<file path="src/rtl/cpu_io_pkg.sv">
// cpu_io_pkg: shared CPU I/O word width, word type and input-port FSM states
package cpu_io_pkg;
  localparam int DATAWIDTH = 25;
  typedef logic [DATAWIDTH-1:0] io_word_t;
  typedef enum logic [1:0] {IDLE, WAIT, DELIVER} in_state_t;
endpackage

</file>
<file path="src/rtl/io_fifo.sv">
// io_fifo: circular word buffer with registered occupancy count; no write-to-read bypass
module io_fifo #(
  parameter int DW = cpu_io_pkg::DATAWIDTH,
  parameter int DEPTH = 8,
  parameter int PTRWIDTH = 3
) (
  input  logic                clock,
  input  logic                reset,
  input  logic                push,
  input  logic                pop,
  input  logic [DW-1:0]       wdata,
  output logic [DW-1:0]       rdata,
  output logic [PTRWIDTH:0]   count,
  output logic                full,
  output logic                empty
);
  logic [DW-1:0] mem [DEPTH];
  logic [PTRWIDTH-1:0] wptr, rptr;
  logic wr, rd;
  assign full = count == (PTRWIDTH+1)'(DEPTH);
  assign empty = count == '0;
  assign rd = pop && !empty;
  // a pop in the same cycle frees the slot, so a push into a full buffer still lands
  assign wr = push && (!full || rd);
  assign rdata = mem[rptr];
  always_ff @(posedge clock or posedge reset)
    if (reset) begin
      wptr <= '0;
      rptr <= '0;
      count <= '0;
    end else begin
      if (wr) wptr <= wptr + 1'b1;
      if (rd) rptr <= rptr + 1'b1;
      count <= count + (PTRWIDTH+1)'(wr) - (PTRWIDTH+1)'(rd);
    end
  always_ff @(posedge clock)
    if (wr) mem[wptr] <= wdata;
endmodule

</file>
<file path="src/rtl/cpu_in_port.sv">
// cpu_in_port: host-fed FIFO delivering words to the CPU via inReq/inValid handshake
// optional CPU_IN_PORT_OVERFLOW_EN adds a sticky overflow flag for dropped pushes
module cpu_in_port #(
  parameter int DATAWIDTH = cpu_io_pkg::DATAWIDTH,
  parameter int DEPTH = 8,
  parameter int PTRWIDTH = 3
) (
  input  logic                 clock,
  input  logic                 reset,
  input  logic                 hostWrite,
  input  logic [DATAWIDTH-1:0] hostData,
  output logic                 hostFull,
  input  logic                 inReq,
  output logic [DATAWIDTH-1:0] inData,
  output logic                 inValid,
  output logic                 inStall,
  output logic [PTRWIDTH:0]    count
`ifdef CPU_IN_PORT_OVERFLOW_EN
  ,
  output logic                 overflow
`endif
);
  import cpu_io_pkg::*;
  in_state_t state, nxt;
  logic pop, empty;
  logic [DATAWIDTH-1:0] head;
  io_fifo #(.DW(DATAWIDTH), .DEPTH(DEPTH), .PTRWIDTH(PTRWIDTH)) u_fifo (
    .clock(clock),
    .reset(reset),
    .push(hostWrite),
    .pop(pop),
    .wdata(hostData),
    .rdata(head),
    .count(count),
    .full(hostFull),
    .empty(empty)
  );
  // DELIVER accepts a new request just like IDLE; WAIT ignores further requests
  always_comb begin
    pop = !empty && (state == WAIT || inReq);
    nxt = pop ? DELIVER : (state == WAIT || inReq) ? WAIT : IDLE;
  end
  always_ff @(posedge clock or posedge reset)
    if (reset) begin
      state <= IDLE;
      inData <= '0;
    end else begin
      state <= nxt;
      if (pop) inData <= head;
    end
  assign inValid = state == DELIVER;
  assign inStall = state == WAIT;
`ifdef CPU_IN_PORT_OVERFLOW_EN
  always_ff @(posedge clock or posedge reset)
    if (reset) overflow <= 1'b0;
    else if (hostWrite && hostFull && !pop) overflow <= 1'b1;
`endif
endmodule

</file>
<file path="config.mk">
export PLATFORM = sky130hd
export DESIGN_NAME = cpu_in_port
export DESIGN_NICKNAME = d
export VERILOG_FILES = /design/src/rtl/cpu_io_pkg.sv /design/src/rtl/io_fifo.sv /design/src/rtl/cpu_in_port.sv
export SDC_FILE = /design/constraint.sdc
export NUM_CORES = 1
export LEC_CHECK = 0
export ABC_AREA = 1
export CAP_MARGIN = 20
export CORE_ASPECT_RATIO = 0.6
export CORE_MARGIN = 2
export CORE_UTILIZATION = 25
export DETAILED_ROUTE_END_ITERATION = 6
export PLACE_DENSITY = 0.5
export SYNTH_ARGS = -nofsm -noshare
export SYNTH_HDL_FRONTEND = slang
export SYNTH_SLANG_ARGS = --single-unit
</file>
<file path="constraint.sdc">
create_clock -name clock -period 3.2 [get_ports clock]
set_input_delay 0.64 -clock clock [delete_from_list [all_inputs] [get_ports clock]]
set_output_delay 0.64 -clock clock [all_outputs]
set_load 0.01 [all_outputs]
</file>
==> results of run 1 <==
==> worst paths after layout <==
check	cells after the start	endpoint	from
min reg2reg	2	inData[10]$_DFFE_PP0P_	inData[10]$_DFFE_PP0P_
min	2	inData[10]$_DFFE_PP0P_	inData[10]$_DFFE_PP0P_
min in group asynchronous	2	u_fifo.rptr[0]$_DFFE_PP0P_	reset
max in group asynchronous	3	inData[6]$_DFFE_PP0P_	reset
max	4	hostFull	u_fifo.count[2]$_DFF_PP0_
max reg2reg	10	u_fifo.count[2]$_DFF_PP0_	u_fifo.count[2]$_DFF_PP0_
==> cell families after synthesis <==
family | count (synthesis) | synth area share, %
flops | 237 | 68.4
simple gates | 487 | 20.7
fa+ha+maj | 9 | 1.19
xor+xnor | 5 | 0.432
buf+inv | 213 | 8.93
compound gates | 3 | 0.284
==> worst max-delay path, cell delays in order, from the launching register on <==
cell and delay, ps:
dfrtp_1 380, inv_1 110, ha_1 150, nor3b_4 360, clkdlybuf4s50_1 610
==> metrics by stage <==
stage,instances,util [%],hold WS [ps]
4_1_cts,1564,30.1,485
3_5_place_dp,1524,28.2,466
6_report,1564,30.1,477
2_1_floorplan,954,-,513
5_1_grt,1564,30.1,506
3_3_place_gp,1524,28.2,463
==> placed cells by master, fill, tap and decap left out <==
cell type,count
dfrtp_1,35
buf_4,20
nand2_2,1
clkbuf_16,23
ha_1,8
nand3b_4,1
buf_12,3
clkbuf_8,5
bufinv_16,2
nand2_1,312
nor2_1,4
inv_2,7
nand2_4,1
nor2_2,9
dfrtp_2,2
xor2_1,4
nand3_2,1
xnor2_1,1
clkinv_2,4
nand3_1,156
o21bai_4,1
nor3b_4,1
fa_1,1
o21ai_0,1
inv_1,161
clkbuf_1,7
nand2_8,1
a21oi_1,1
clkdlybuf4s50_1,60
edfxtp_1,200
==> metal layers <==
layer	global-route usage [%]	up-vias	wire length (µm)
met5	0	-	0
met4	1.65	0	303
met3	2.25	28	1100
met2	16.8	129	9970
met1	17.0	2941	12200
li1	-	3182	-
==> layout make-up <==
| type | count | area (µm²) | area share, % |
|---|---|---|---|
| multi-input combinational | 504 | 2300 | 19.0 |
| clock inverter | 5 | 75.1 | 0.621 |
| tap | 531 | 664 | 5.49 |
| timing repair buffer | 83 | 811 | 6.70 |
| sequential | 237 | 6930 | 57.3 |
| clock buffer | 35 | 671 | 5.55 |
| inverter | 169 | 636 | 5.26 |
==> flip-flops by register name, indices dropped and copies added, names as in the netlist <==
register and cells:
u_fifo.wptr 3, state 2, u_fifo.mem 200, u_fifo.count 4, inData 25, u_fifo.rptr 3
==> power breakdown <==
group          internal (mW)  switching [mW]
registers               3.92           0.261
clock network           1.60            1.13
logic                   1.24            2.22
total                   6.76            3.60
==> cells in the mapped netlist <==
master | count | area, µm²
clkinv_2 | 1 | 5.00
nor2_2 | 5 | 31.3
buf_4 | 14 | 105
buf_2 | 23 | 115
o21bai_4 | 1 | 18.8
nor2_1 | 8 | 30.0
buf_6 | 3 | 33.8
inv_1 | 162 | 608
nand2_8 | 1 | 20.0
xnor2_1 | 1 | 8.76
clkbuf_1 | 3 | 11.3
fa_1 | 1 | 20.0
nand3_2 | 1 | 10.0
dfrtp_1 | 37 | 926
nand3b_4 | 1 | 20.0
edfxtp_1 | 200 | 6010
a21oi_1 | 1 | 5.00
o21ai_0 | 1 | 5.00
nand3_1 | 156 | 781
inv_2 | 6 | 22.5
ha_1 | 8 | 100
nand2_1 | 312 | 1170
nor3b_4 | 1 | 18.8
nand2_4 | 1 | 11.3
buf_1 | 1 | 3.75
nand2_2 | 1 | 6.26
xor2_1 | 4 | 35.0
==> flow_summary_export.csv, run 1 <==
group,metric,value,unit
final_layout,stdcell_area,12100,µm²
sta,finalCritPeriodShare,86.3,%
route,drtPass1Iterations,5,
final_layout,nets,1055,
floorplanning,rows,57,
place,placed_area,11300,µm²
synth,netlist_area,10100,µm²
pwr,p_per_area,857,nW/µm²
cts,cts_tree,"done",
pwr,power.total,10.4,mW
cts,clk_latency,520,ps
worst_setup_path,r2r_slack,970,ps
synth,synth_seq_cells,237,
floorplanning,fp.coreArea,40200,µm²
sta,fin_skew,15.5,ps
route,drtAntennaViolNets,0,
worst_setup_path,startpoint_type,"flip-flop",
grt,grt_usage,11.2,%
route,dr.first_iter.drc_count,367,
worst_setup_path,crit_required,2560,ps
floorplanning,floorplan.die.height,160,µm
route,post-route-drc-count,0,
worst_setup_path,arrival,2120,ps
synth,avgSynthCellArea,10.6,µm²
worst_setup_path,worstSetupPathType,"reg -> out",
final_layout,drive_gt1_share,7.94,%
sta,setup_violations,0,
sta,slew_violations,0,
cts,cts.sinks,237,
cts,clk_path_buf_depth,3,
floorplanning,initial_utilization,25.2,%
final_layout,fillers,4093,
pwr,ir_worst_vdd,0.377,mV
final_layout,area_growth,19.4,%
sta,grt_setup_unrepaired,"false",
synth,yosysUniqueCellTypes,27,
floorplanning,die_area,42200,µm²
route,vias_per_cell,4.02,
worst_setup_path,critPathMaxFanout,3,
synth,syn_inst,954,
sta,setup_slack,437,ps
cts,post_cts_buffers,0,
job,maxCapViolCount,0,
cts,ctsHoldBuffers,0,
cts,clkSlewWorstSetupHoldPaths,60,ps
floorplanning,ios,61,
sta,post-route-min-period,2760,ps
hold_path,hold_class,"reg -> reg",
grt,grt_start_max_net_pins,58,
place,place_congestion,0.700,
route,wire_per_inst,15.1,µm
run_status,status,"completed",
cts,cts_resized,0,
pwr,power_leakage,5.12,nW
sta,maxClockFrequency,0.362,GHz
sta,slew_headroom,51.0,%
place,dp.final_hpwl,13.7,mm
route,num_vias,6280,
grt,grt-ovfl-total,0,
synth,ys_warn_count,0,
route,drt_wl_total,23.5,mm
cts,clockRootBuffer,"clkbuf_16",
grt,antenna_found_initial,0,
grt,grt_pass1_wl,36.4,mm
cts,htree_num_levels,1,
sta,worst_pin_slew,735,ps
worst_setup_path,cp-end-kind,"primary output",
synth,ys_seq_area_share,68.4,%
place,dpl_worst_slack,504,ps
grt,grt_pass1_vias,6028,
floorplanning,die_w,264,µm
final_layout,diodes,0,
synth,syn_nets,992,
sta,tns,0,ps
sta,finalHoldViolCount,0,
cts,cts_inserted_buffers,22,
place,port_buffers,60,
No activity file was read; power rests on OpenSTA's default activity.
==> run 2: changes to the inputs <==
- GPL_ROUTABILITY_DRIVEN: not set -> 0
==> results of run 2 <==
Same layout as run 1: the final DEF is identical, and so are final timing and power.
